### src/rtl/mult_pkg.sv
`default_nettype none
// mult_pkg: shared types and the sign-magnitude product rule for mult_scheduler.
package mult_pkg;

  localparam int SIGN_BIT = 31;
  localparam int MAG_W    = 31;

  typedef logic [31:0] sm_word_t;

  // Magnitude wraps to its low bits; a zero magnitude never carries a sign.
  function automatic sm_word_t sm_mul(input sm_word_t a, input sm_word_t b);
    logic [MAG_W-1:0] mag;
    logic             sign;
    mag  = a[MAG_W-1:0] * b[MAG_W-1:0];
    sign = (a[SIGN_BIT] ^ b[SIGN_BIT]) & (mag != '0);
    return {sign, mag};
  endfunction

  function automatic int id_width(input int n);
    return (n > 1) ? $clog2(n) : 1;
  endfunction

endpackage
`default_nettype wire

### src/rtl/mult_result_fifo.sv
`default_nettype none
// mult_result_fifo: first-word fall-through FIFO of {id, product} entries.
module mult_result_fifo
  import mult_pkg::*;
#(
  parameter int DEPTH = 4,
  parameter int ID_W  = 2
) (
  input  logic            clk,
  input  logic            rst_n,
  input  logic            wr_en,
  input  logic [ID_W-1:0] wr_id,
  input  sm_word_t        wr_data,
  input  logic            rd_en,
  output logic [ID_W-1:0] rd_id,
  output sm_word_t        rd_data,
  output logic            empty
);

  localparam int AW = (DEPTH > 1) ? $clog2(DEPTH) : 1;
  localparam int CW = $clog2(DEPTH + 1);

  logic [ID_W-1:0] mem_id   [DEPTH];
  sm_word_t        mem_data [DEPTH];
  logic [AW-1:0]   wr_ptr, rd_ptr;
  logic [CW-1:0]   count;
  logic            do_rd;

  function automatic logic [AW-1:0] bump(input logic [AW-1:0] p);
    return (p == AW'(DEPTH - 1)) ? '0 : p + 1'b1;
  endfunction

  assign empty = (count == '0);
  assign do_rd = rd_en & ~empty;

  always_ff @(posedge clk or negedge rst_n) begin
    if (!rst_n) begin
      wr_ptr <= '0;
      rd_ptr <= '0;
      count  <= '0;
    end else begin
      if (wr_en) wr_ptr <= bump(wr_ptr);
      if (do_rd) rd_ptr <= bump(rd_ptr);
      case ({wr_en, do_rd})
        2'b10:   count <= count + 1'b1;
        2'b01:   count <= count - 1'b1;
        default: ;
      endcase
    end
  end

  // Overflow is prevented upstream by the credit counter.
  always_ff @(posedge clk) begin
    if (wr_en) begin
      mem_id[wr_ptr]   <= wr_id;
      mem_data[wr_ptr] <= wr_data;
    end
  end

  assign rd_id   = mem_id[rd_ptr];
  assign rd_data = mem_data[rd_ptr];

endmodule
`default_nettype wire

### src/rtl/mult_scheduler.sv
`default_nettype none
// mult_scheduler: round-robin arbiter sharing one pipelined sign-magnitude
// multiplier, returning tagged results in issue order through a credited FIFO.
module mult_scheduler
  import mult_pkg::*;
#(
  parameter int NUM_REQ    = 4,
  parameter int LAT        = 2,
  parameter int FIFO_DEPTH = 4
) (
  input  logic                       clk,
  input  logic                       rst,
  input  logic [NUM_REQ-1:0]         req_valid,
  output logic [NUM_REQ-1:0]         req_ready,
  input  logic [NUM_REQ*32-1:0]      req_a,
  input  logic [NUM_REQ*32-1:0]      req_b,
  output logic                       resp_valid,
  input  logic                       resp_ready,
  output logic [$clog2(NUM_REQ)-1:0] resp_id,
  output sm_word_t                   resp_data,
  output logic                       busy
);

  localparam int ID_W = id_width(NUM_REQ);
  localparam int CW   = $clog2(FIFO_DEPTH + 1);

  logic [ID_W-1:0]    ptr, grant_idx;
  logic [NUM_REQ-1:0] grant;
  logic [CW-1:0]      credits;
  logic               issue, pop, fifo_empty;
  sm_word_t           op_a, op_b;
  logic [LAT-1:0]     s_valid;
  logic [ID_W-1:0]    s_id   [LAT];
  sm_word_t           s_data [LAT];
  logic [ID_W-1:0]    head_id;
  sm_word_t           head_data;

  always_comb begin
    logic [ID_W-1:0] idx;
    logic            found;
    grant     = '0;
    grant_idx = '0;
    found     = 1'b0;
    idx       = '0;
    for (int k = 0; k < NUM_REQ; k++) begin
      idx = ID_W'((int'(ptr) + k) % NUM_REQ);
      if (!found && req_valid[idx]) begin
        grant[idx] = 1'b1;
        grant_idx  = idx;
        found      = 1'b1;
      end
    end
    // Ready must fall the instant reset asserts, before any clock edge.
    if (credits == '0 || !rst) grant = '0;
  end

  assign req_ready = grant;
  assign issue     = |grant;
  assign op_a      = req_a[32*grant_idx +: 32];
  assign op_b      = req_b[32*grant_idx +: 32];
  assign pop       = resp_valid & resp_ready;

  always_ff @(posedge clk or negedge rst) begin
    if (!rst) begin
      ptr     <= '0;
      credits <= CW'(FIFO_DEPTH);
    end else begin
      if (issue) ptr <= (grant_idx == ID_W'(NUM_REQ - 1)) ? '0 : grant_idx + 1'b1;
      case ({issue, pop})
        2'b10:   credits <= credits - 1'b1;
        2'b01:   credits <= credits + 1'b1;
        default: ;
      endcase
    end
  end

  always_ff @(posedge clk or negedge rst) begin
    if (!rst) begin
      s_valid <= '0;
    end else begin
      s_valid[0] <= issue;
      for (int k = 1; k < LAT; k++) s_valid[k] <= s_valid[k-1];
    end
  end

  always_ff @(posedge clk) begin
    if (issue) begin
      s_id[0]   <= grant_idx;
      s_data[0] <= sm_mul(op_a, op_b);
    end
    for (int k = 1; k < LAT; k++) begin
      s_id[k]   <= s_id[k-1];
      s_data[k] <= s_data[k-1];
    end
  end

  mult_result_fifo #(
    .DEPTH (FIFO_DEPTH),
    .ID_W  (ID_W)
  ) u_fifo (
    .clk     (clk),
    .rst_n   (rst),
    .wr_en   (s_valid[LAT-1]),
    .wr_id   (s_id[LAT-1]),
    .wr_data (s_data[LAT-1]),
    .rd_en   (pop),
    .rd_id   (head_id),
    .rd_data (head_data),
    .empty   (fifo_empty)
  );

  assign resp_valid = ~fifo_empty;
  assign resp_id    = resp_valid ? head_id   : '0;
  assign resp_data  = resp_valid ? head_data : '0;
  assign busy       = (|s_valid) | ~fifo_empty;

endmodule
`default_nettype wire

### config.mk
export PLATFORM = sky130hd
export DESIGN_NAME = mult_scheduler
export DESIGN_NICKNAME = d
export VERILOG_FILES = /design/src/rtl/mult_pkg.sv /design/src/rtl/mult_result_fifo.sv /design/src/rtl/mult_scheduler.sv
export SDC_FILE = /design/constraint.sdc
export NUM_CORES = 2
export LEC_CHECK = 0
export CELL_PAD_IN_SITES_DETAIL_PLACEMENT = 0
export CELL_PAD_IN_SITES_GLOBAL_PLACEMENT = 1
export CORE_ASPECT_RATIO = 2
export CORE_MARGIN = 3
export CORE_UTILIZATION = 35
export CTS_CLUSTER_SIZE = 20
export DETAILED_ROUTE_END_ITERATION = 16
export DONT_BUFFER_PORTS = 1
export PLACE_DENSITY = 0.62
export REMOVE_ABC_BUFFERS = 1
export SLEW_MARGIN = 0
export SYNTH_ARGS = -nofsm -noshare
export SYNTH_HDL_FRONTEND = slang
export SYNTH_SLANG_ARGS = --single-unit
### constraint.sdc
create_clock -name clk -period 20 [get_ports clk]
set_clock_uncertainty 0.1 [all_clocks]
set_input_delay 2 -clock clk [delete_from_list [all_inputs] [get_ports clk]]
set_output_delay 2 -clock clk [all_outputs]
set_load 0.1 [all_outputs]
==> impl_metrics.json <==
{
  "vias": 17000,
  "cts-buffers-inserted": 19,
  "grt_pass1_wl_mm": 121,
  "nets": 3047,
  "synth_top_area_share_pct": 31.1,
  "clock_sinks": 218,
  "setup_viol": 0,
  "core-area_mm2": 0.0698,
  "syn_to_final_growth_pct": 7.50,
  "drtPass1Iterations": 5,
  "synthCells": 2284,
  "drt_iter0_markers": 892,
  "synth.yosys.seq_area_share_pct": 24.9,
  "rsz0062_at_grt": "no",
  "status": "complete, no violations",
  "synth_area_per_cell_um2": 10.8,
  "synthArstFlopShare_pct": 6.42,
  "clk_pin_slew_ns": 0.08,
  "cts_resized": 0,
  "cts.path.max_buffers": 3,
  "grt_usage_pct": 22.0,
  "final_layout_size_suffix_gt1_share_pct": 8.28,
  "gr-total-overflow": 0,
  "die_area_mm2": 0.0738,
  "cts_tree": "done",
  "nFillCells": 6866,
  "max_stage_delay_ns": 1.05,
  "place_hpwl_mm": 67.7,
  "yosys.cell_count.top_type": "fa_1",
  "worst_path_max_delay_cell": "mux2i_1",
  "synth-seq-cells": 218,
  "synth_ff_type": "edfxtp_1",
  "slew_headroom_pct": 7.39,
  "startpoint_type": "input pin",
  "cts_root_buffer": "clkbuf_16",
  "wirelength_mm": 81.4,
  "min_path_type": "register to register",
  "row_count": 137,
  "yosys-top-cells-count": "fa_1 (382), inv_1 (359), nand2_1 (310), nor2_1 (205), mux2i_1 (173)",
  "tightest_slew_ns": 1.35,
  "io_buffer_count": 0,
  "synth_edf_count": 170,
  "die_x_um": 194,
  "crit_fanout": 36,
  "drv_cap": 0,
  "final.setup.tns_ns": 0,
  "path_common_cell": "fa_1",
  "routabilityCongestion": 0.965,
  "wire_per_inst_um": 25.6,
  "hold_viol": 0,
  "fin_crit_sh_pct": 65.0,
  "worst_setup_path_end_kind": "register",
  "yosys.area.top_type": "fa_1",
  "postCtsHoldBufs": 0,
  "worst-path-buf-inv": 8,
  "cp.required_ns": 20.24,
  "synthTopCellsByArea": "fa_1 (31%), edfxtp_1 (21%), mux2i_1 (7.0%)",
  "grt_pass1_vias": 19300,
  "vias_per_cell": 5.32,
  "crit_family": "adder cells",
  "fmax_mhz": 76.9,
  "criticalPathCategory": "input pin to register",
  "yosys_warnings": 0,
  "initial_core_util_pct": 35.3,
  "clk_latency_ns": 0.50,
  "postRouteAntennaNets": 0,
  "fin_crit_ns": 13.00,
  "ios": 303,
  "arrival_ns": 13.24,
  "die_y_um": 381,
  "slew_violations": 0,
  "cts_setup_buffers": 0,
  "route.detailed.drc": 0,
  "htree_levels": 1,
  "grt_max_degree": 79,
  "synth_area_mm2": 0.0246,
  "synthDistinctLibCells": 64,
  "antenna_found_initial": 6
}
layout make-up:
type / count / area (um^2) / share of cell area (%)
multi-input cells: 1616 / 16800 / 63.3
flip-flops and latches: 218 / 6140 / 23.2
inverters: 362 / 1370 / 5.17
well taps: 903 / 1130 / 4.27
clock buffers: 22 / 507 / 1.91
repair buffers: 52 / 394 / 1.49
clock inverters: 12 / 171 / 0.648
diodes: 2 / 5.00 / 0.0189
through the flow:
| step | hold WS (ns) | cells | setup WS [ns] | area [um^2] | util (%) |
|---|---|---|---|---|---|
| after floorplan | 0.223 | 2196 | 7.09 | 24200 | - |
| after global placement | 0.225 | 3150 | 6.70 | 25800 | 36.9 |
| after detailed placement | 0.227 | 3151 | 6.48 | 25800 | 37.0 |
| after CTS | 0.229 | 3185 | 7.00 | 26500 | 37.9 |
| after global routing | 0.238 | 3187 | 6.53 | 26500 | 37.9 |
| final | 0.228 | 3187 | 7.00 | 26500 | 37.9 |
routing by layer:
metal	wire length, um	up-vias	global-route usage, %
li1	-	7338	-
met1	26700	8742	22.1
met2	43900	643	42.1
met3	3700	238	2.31
met4	7070	4	15.4
met5	23	-	0
cell families after synthesis:
kind of cell	share of synthesized area (%)
simple gates	10.9
fa+ha+maj	37.8
buf+inv	7.37
mux	12.0
flops	24.9
compound gates	4.75
xor+xnor	2.28
worst register-to-register path: cells and delay by family (launching register included):
| family | cells | cell delay (ns) |
|---|---|---|
| xor gates and xnor gates | 5 | 0.98 |
| buffers and inverters | 9 | 1.72 |
| AOI/OAI and AO/OA | 8 | 2.42 |
| adders and majority gates | 9 | 4.43 |
| muxes | 1 | 1.09 |
| DFF | 1 | 0.78 |
| and+or+nand+nor | 4 | 1.15 |
layout by cell type (no fill, tap or decap), types with 5 or more instances in the layout:
cell type	n
fa_1	382
inv_1	359
nand2_1	310
nor2_1	205
edfxtp_1	170
mux2i_1	164
ha_1	133
and2_1	57
buf_4	51
xnor2_1	45
mux4_2	35
mux2_2	34
dfxtp_1	34
a21oi_1	24
a21o_1	22
a211oi_1	19
xor2_1	19
clkbuf_16	19
a211o_1	17
o211ai_1	16
o211a_1	13
dfrtp_1	12
nor3_1	11
o21ai_0	11
mux2i_2	9
or2_2	9
nor2b_1	8
nand3_1	8
nand2b_1	7
nor4_1	5
state kept, by name, summed over array words and instances (netlist names):
name and count:
s_valid 2, u_fifo.count 3, credits 3, s_data 64
u_fifo.rd_ptr 2, ptr 2, u_fifo.mem_data 128, s_id 4
u_fifo.wr_ptr 2, u_fifo.mem_id 8
final timing paths:
check                                   end     startpoint  cells past startpoint  slack (ns)
max                           s_data[0][31]   req_valid[1]                     35        7.00
min                           s_data[0][43]  s_data[0][11]                      0        0.23
max in group asynchronous        credits[2]            rst                      0       18.53
min in group asynchronous  u_fifo.rd_ptr[0]            rst                      0        1.08
min reg2reg                   s_data[0][43]  s_data[0][11]                      0        0.23
max reg2reg                   s_data[0][31]         ptr[0]                     36        7.17
Power is left out: the tool's default activity adds up to more than one toggle a clock period on the data nets, which glitch-free logic cannot reach.
